**config.mk**
```make
export PLATFORM = sky130hd
export DESIGN_NAME = branch_unit
export DESIGN_NICKNAME = d
export VERILOG_FILES = /design/src/rtl/branch_unit.sv
export SDC_FILE = /design/constraint.sdc
export NUM_CORES = 1
export LEC_CHECK = 0
export ABC_AREA = 1
export CAP_MARGIN = 20
export CORE_ASPECT_RATIO = 0.5
export CORE_UTILIZATION = 46
export CTS_BUF_LIST = sky130_fd_sc_hd__clkbuf_8
export CTS_CLUSTER_DIAMETER = 60
export DETAILED_ROUTE_END_ITERATION = 8
export PLACE_DENSITY = 0.79
export SETUP_SLACK_MARGIN = 0.3
export SLEW_MARGIN = 15
export SYNTH_ARGS = -nofsm -noshare
export SYNTH_HDL_FRONTEND = slang
export SYNTH_SLANG_ARGS = --single-unit
```
**constraint.sdc**
```tcl
create_clock -name clk -period 2 [get_ports clk]
set_input_delay 0.4 -clock clk [delete_from_list [all_inputs] [get_ports clk]]
set_output_delay 0.4 -clock clk [all_outputs]
set_load 0.02 [all_outputs]
```
**src/rtl/branch_unit.sv**
```systemverilog
// branch_unit: branch resolution with a 2-bit saturating-counter branch
// history table. It predicts the IF-stage PC, resolves the ID/EX branch and
// raises a one-cycle flush on a mispredict.
// Optional build macro BRANCH_STATS_EN adds saturating resolved-branch and
// mispredict counters. Without it, brCount and mispCount are tied to zero.
module branch_unit #(
  parameter int              PCW       = 8,
  parameter int              BHT_DEPTH = 16,
  parameter int              OPW       = 4,
  parameter logic [OPW-1:0]  BEQ_OP    = 4'b1101
) (
  input  logic            clk,
  input  logic            rest,
  input  logic [PCW-1:0]  ifPC,
  output logic            predTaken,
  input  logic [PCW-1:0]  IDEXPC,
  input  logic [OPW-1:0]  IDEXOp_Code,
  input  logic            Branch,
  input  logic            IDEXPredTaken,
  input  logic            CompareFlag,
  input  logic            SR_Flag,
  output logic            brTaken,
  output logic            flush,
  output logic [15:0]     brCount,
  output logic [15:0]     mispCount
);

  localparam int IDXW = $clog2(BHT_DEPTH);

  logic [1:0]      bht_q [BHT_DEPTH];
  logic [1:0]      bht_d [BHT_DEPTH];
  logic            br_taken_q, br_taken_d;
  logic            flush_q, flush_d;
  logic            cond;
  logic            valid;
  logic            mispredict;
  logic [IDXW-1:0] if_idx;
  logic [IDXW-1:0] ex_idx;
  logic            unused_pc_bits;

  assign if_idx         = ifPC[IDXW-1:0];
  assign ex_idx         = IDEXPC[IDXW-1:0];
  assign unused_pc_bits = ^{ifPC, IDEXPC};

  // Reading the registered table gives the pre-update value on an index collision.
  assign predTaken = bht_q[if_idx][1];

  // Resolve the ID/EX branch. The instruction behind a flush is wrong-path and ignored.
  always_comb begin
    cond       = (IDEXOp_Code == BEQ_OP) ? !CompareFlag : !SR_Flag;
    valid      = Branch && !flush_q;
    mispredict = valid && (cond != IDEXPredTaken);
    br_taken_d = valid && cond;
    flush_d    = mispredict;
  end

  // Step the resolved branch's saturating counter toward the actual outcome.
  always_comb begin
    bht_d = bht_q;
    if (valid) begin
      if (cond) begin
        if (bht_q[ex_idx] != 2'b11) begin
          bht_d[ex_idx] = bht_q[ex_idx] + 2'b01;
        end
      end else begin
        if (bht_q[ex_idx] != 2'b00) begin
          bht_d[ex_idx] = bht_q[ex_idx] - 2'b01;
        end
      end
    end
  end

  // Table and resolution registers. Reset sets every entry to weakly not-taken.
  always_ff @(posedge clk) begin
    if (!rest) begin
      for (int i = 0; i < BHT_DEPTH; i++) begin
        bht_q[i] <= 2'b01;
      end
      br_taken_q <= 1'b0;
      flush_q    <= 1'b0;
    end else begin
      bht_q      <= bht_d;
      br_taken_q <= br_taken_d;
      flush_q    <= flush_d;
    end
  end

  assign brTaken = br_taken_q;
  assign flush   = flush_q;

`ifdef BRANCH_STATS_EN
  logic [15:0] br_count_q, br_count_d;
  logic [15:0] misp_count_q, misp_count_d;

  // Count valid branches and mispredicts. Both counters hold at all-ones.
  always_comb begin
    br_count_d   = br_count_q;
    misp_count_d = misp_count_q;
    if (valid && (br_count_q != 16'hFFFF)) begin
      br_count_d = br_count_q + 16'd1;
    end
    if (mispredict && (misp_count_q != 16'hFFFF)) begin
      misp_count_d = misp_count_q + 16'd1;
    end
  end

  // Statistics registers, cleared by reset.
  always_ff @(posedge clk) begin
    if (!rest) begin
      br_count_q   <= 16'd0;
      misp_count_q <= 16'd0;
    end else begin
      br_count_q   <= br_count_d;
      misp_count_q <= misp_count_d;
    end
  end

  assign brCount   = br_count_q;
  assign mispCount = misp_count_q;
`else
  assign brCount   = 16'd0;
  assign mispCount = 16'd0;
`endif

endmodule
```
# --- Word level (Yosys, flattened, before mapping) ---
# Cells that the tools add are included.
totals:
  in_bits: 26
  output_inout_bits: 35
  regBits: 34
  wordCells: 53
classes:
  add_sub_neg: 2
  muxes: 14
  n_reduce_logical: 10
  bitwise: 2
  magnitude_cmp: 3
  n_eq_ne: 4
op_table:
  columns: ["operator", "n"]
  rows:
  - ["$mux 32", 3]
  - ["$bwmux 32", 2]
  - ["$bmux 2 s4", 2]
  - ["$ge 5x5->1 const B", 2]
  - ["$mux 2", 5]
  - ["$not 4->5", 2]
  - ["$demux 2 s4", 1]
  - ["$lt 5x1->1 const B", 1]
  - ["$eq 4x4->1 const B", 1]
  - ["$logic_and 1x1->1", 4]
  - ["$reduce_bool 2->1", 2]
  - ["$logic_not 1->1", 3]
  - ["$reduce_and 3->1", 1]
  - ["$add 2x1->2 const B", 1]
  - ["$ne 2x1->1 const B", 1]
  - ["$ne 2x2->1 const B", 1]
  - ["$sub 2x1->2 const B", 1]
  - ["$mux 1", 1]
  - ["$ne 1x1->1", 1]

# --- Depth between registers and ports, before layout ---
# Gate-level depths: netlist (run 1).
depth:
  ltp_word: 8
  mapped_depth: 20
  depth_no_buf: 17

# --- Worst setup path before layout (run 1) ---
# No wires, ideal clock.
synth_path:
  path_type: "input-to-reg"
  startpoint: "in IDEXPC[0]"
  endpoint: "reg with a tool-made name"
  arrival_ns: 2.024
  stages: 18
  path_buffers: 3
  required_ns: 1.866
  setup_ns: 0.134
  slack_ns: -0.158
  path_cell_list: "buf_6 > nand2_4 > inv_2 > nand2_1 > nand3_1 > nand2_1 > nand2_2 > nor2_4 > buf_6 > inv_1 > ha_1 > inv_1 > nand3_2 > nand2_4 > buf_6 > nand3_1 > nand2_1 > nand3_1"
synth_lines:
  columns: ["element", "line_no", "source"]
  rows:
  - ["from (decl)", "16", "input logic [PCW-1:0] IDEXPC,"]

# --- Final worst setup path (run 1) ---
layout_path:
  startpoint: "in IDEXPC[0]"
  endpoint: "reg bht_q[13] (netlist bit)"
layout_between:
  elab_chain_len: 8
  word_cells_on_any_way: 21
  cone_classes: "add/sub (2); order compare (2); eq/ne (2); mux (10); bitwise (1); reduce/logical (4)"
layout_lines:
  columns: ["element", "line_no", "source"]
  rows:
  - ["$not 4->5 (not written as such) *", null, null]
  - ["$bmux 2 s4 (tied with other cells)", null, null]
  - ["$mux 2 (not written as such) / $logic_and 1x1->1 (equally long branches)", null, null]
  - ["$mux 2, on equally long branches", null, null]
  - ["$sub 2x1->2 (tied with other cells)", "67", "bht_d[ex_idx] = bht_q[ex_idx] - 2'b01;"]
  - ["$bwmux 32, on equally long branches", "67, 63", null]
  - ["$mux 32, on equally long branches", "66, 62", null]
  - ["$mux 32", "61", "if (cond) begin"]
  - ["to (signal assigned)", "82", "bht_q <= bht_d;"]
  - ["to (decl)", "30", "logic [1:0] bht_q [BHT_DEPTH];"]
# Mark *: on every way between the ends. The rest lies on a longest branch, timed or not. The select of a mux whose other input is x is not followed.
# A chain may end at the register's enable or synchronous reset.

==> results of run 1 <==
[cell usage in the layout (no fill, tap or decap), types with 9 or more instances in the layout]
cell type,instances
buf_4,21
buf_6,11
clkdlybuf4s50_1,12
conb_1,32
dfxtp_1,32
inv_1,42
inv_2,12
nand2_1,78
nand2_2,30
nand3_1,21
nand3_4,14
nor2_1,50
nor2_2,15
nor2_4,10
o21ai_1,9
[cells by family (layout without fill, tap and decap cells)]
logic type	after synthesis	in the layout	share of synthesized area
buffers and inverters	100	118	0.224
adders and majority gates	2	2	0.0104
xor gates and xnor gates	2	2	0.0151
DFF	34	34	0.282
other	1	32	0.00156
AOI/OAI and AO/OA	28	28	0.0664
and+or+nand+nor	230	233	0.400
[critical path, delay by kind of cell]
| kind | cells | cell delay (ns) |
|---|---|---|
| adder cells (fa/ha/maj) | 1 | 0.16 |
| AND/OR/NAND/NOR | 12 | 1.30 |
| buffers and inverters | 6 | 0.53 |
[layer usage]
metal  part of all wire  routed length, um
met1               0.39               3030
met2               0.48               3680
met3              0.093                715
met4              0.039                298
met5                  0                  0
[worst min path at each step]
stage	startpoint	endpoint	slack, ns	cells past startpoint
floorplan	register	register	0.42	2
global placement	register	register	0.44	2
detailed placement	register	register	0.44	2
CTS	register	register	0.46	2
global route	register	register	0.50	2
finish	register	register	0.47	2
[per-stage QoR]
step	worst slack, ns	utilization
after floorplan	-0.125	-
after global placement	-0.862	0.562
after detailed placement	-0.912	0.562
after CTS	-0.0552	0.651
after global routing	-0.251	0.690
final	-0.182	0.690
[power breakdown]
| part | switching, uW | internal, uW |
|---|---|---|
| Combinational | 392 | 212 |
| Clock | 272 | 273 |
| Sequential | 7.61 | 690 |
[timing repair]
action	in CTS	in global routing
endpoints found under the setup margin	33	34
buffers inserted	6	0
pin swaps	30	27
gates resized for setup	92	60
cloned	4	0
hold buffers	0	0
[area by class of cell]
class,count,area [um2],share of cell area
multi-input cells,297,1820,0.531
flip-flops and latches,34,683,0.199
repair buffers,54,528,0.154
inverters,56,223,0.0648
well taps,70,87.6,0.0255
clock buffers,6,82.6,0.0240
clock inverters,2,8.76,0.00255
==> results.tsv, run 1 <==
metric	value	unit
Synthesis Warnings	0	
maxcap violations	0	
skew final	0.00874	ns
detailed-route DRC error count	0	
area grow syn2layout	42.5	%
wire length per cell	14.9	um
Critical Path End Type	register	
total power	1850	uW
worst reg2reg endpoint	bht_q[13]$_SDFFE_PN0P_	
Post-synth ARST share	0	
Clock Latency Late Sink	0.29	ns
Num CTS Buffers	5	
first-pass GRT wire length	11100	um
total global-route track usage	0.259	
Post-synth EDFFs	0	
Slowest-stage cell, CP	nand2_8	
GRT Max-Usage Layer	met2	
input/output buffers	20	
Post-synth top flop	dfxtp_1	
DRT iter0 DRCs	239	
CORE AREA	4980	um2
Worst EP arrival	2.40	ns
Critical Path Source	IDEXPC[0]	
Reg-to-Reg Start	bht_q[31]$_SDFFE_PN0P_	
# fillers	356	
post-route ant nets	0	
crit path max fanout	7	
clock sink total	34	
Final Instance Count excl. Fillers	519	
final hold slack	0.470	ns
number of global-route vias before repair	2445	
Crit path largest cell delay	0.21	ns
Final WS setup	-0.182	ns
Yosys cell types	25	
violations in the final reports	negative setup slack	
outcome	complete, but fails checks	
router iterations before antenna repair	7	
Inst Count DP	501	
I/O pin cnt	61	
vias per cell	5.35	
top cells by count, synth	nand2_1 (107), nor2_1 (71), inv_1 (53), nand3_1 (40), dfxtp_1 (34)	
fin crit period	2.18	ns
root buffer cell	clkbuf_8	
Reg2Reg Depth	14	
CP required	2.22	ns
Yosys top cell area share	0.282	
GR Layer Usage met1	0.314	
CP dominant cell by count	nand2_2	
vias	2775	
DP Wirelength	4320	um
clk buf depth	2	
number of hold violations in the final report	0	
Area after DPL	2800	um2
Leak	0.00157	uW
Ant. Diodes	0	
Worst Hold Class	register to register	
TritonCTS clock tree	done	
crit path to	bht_q[13]$_SDFFE_PN0P_	
Setup CP Type	primary input to register	
Synth Cell Area	2410	um2
grt met2 use	0.446	
RSZ-0062 raised after global routing	yes	
count leader, synth	nand2_1	
Starting Density	0.484	
final-stage net count	476	
flop2flop setup slack	-0.07	ns
crit share post-route	1.09	
initial antenna violation count	0	
share of cells above drive strength 1	0.345	
Congestion Overflow GR	0	
met3 usage	0.0579	
Startpoint Class	primary input	
cells along the critical path	buf_6 -> buf_8 -> buf_6 -> nand2_8 -> inv_6 -> nand2_2 -> nand3_1 -> nand2_1 -> nand2_2 -> nor2_4 -> inv_2 -> ha_4 -> inv_2 -> nand3_4 -> nand2_8 -> nand3_4 -> nand2_2 -> nand2_1 -> nor2_1	
count of pins over their slew limit	0	
CTS clk-pin slew, worst paths	0.08	ns
top cell type by total area after synthesis	dfxtp_1	
sequential area share after synthesis	0.282	
site row count	18	
die area	5550	um2
Gate Count Post-Synth	397	
setup TNS	-2.76	ns
final setup fails	31	
VDD IR max	363	uV
H-tree levels	2	
pin count of the biggest net entering global routing	34	
Final GP Congestion	0.896	
number of synthesized register bits	34	
design area	3440	um2
synth top area cells	dfxtp_1 (28%), nand2_1 (17%), nor2_1 (11%), buf_4 (10%), nand3_1 (8.3%)	
f_max	458	MHz
Die Wd	104	um
Syn Area/Cell	6.07	um2
PD cells	537	nW/um2
final wirelength	7730	um
die height	53.2	um
No activity file was read; power rests on OpenSTA's default activity.
==> run 2: changes to the inputs <==
--- a/config.mk
+++ b/config.mk
@@ -6,7 +6,7 @@
 export NUM_CORES = 1
 export LEC_CHECK = 0
 export ABC_AREA = 1
-export CAP_MARGIN = 20
+export CAP_MARGIN = 15
 export CORE_ASPECT_RATIO = 0.5
 export CORE_UTILIZATION = 46
 export CTS_BUF_LIST = sky130_fd_sc_hd__clkbuf_8
==> results of run 2 <==
Final layout, timing and power as in run 1 (identical DEF).
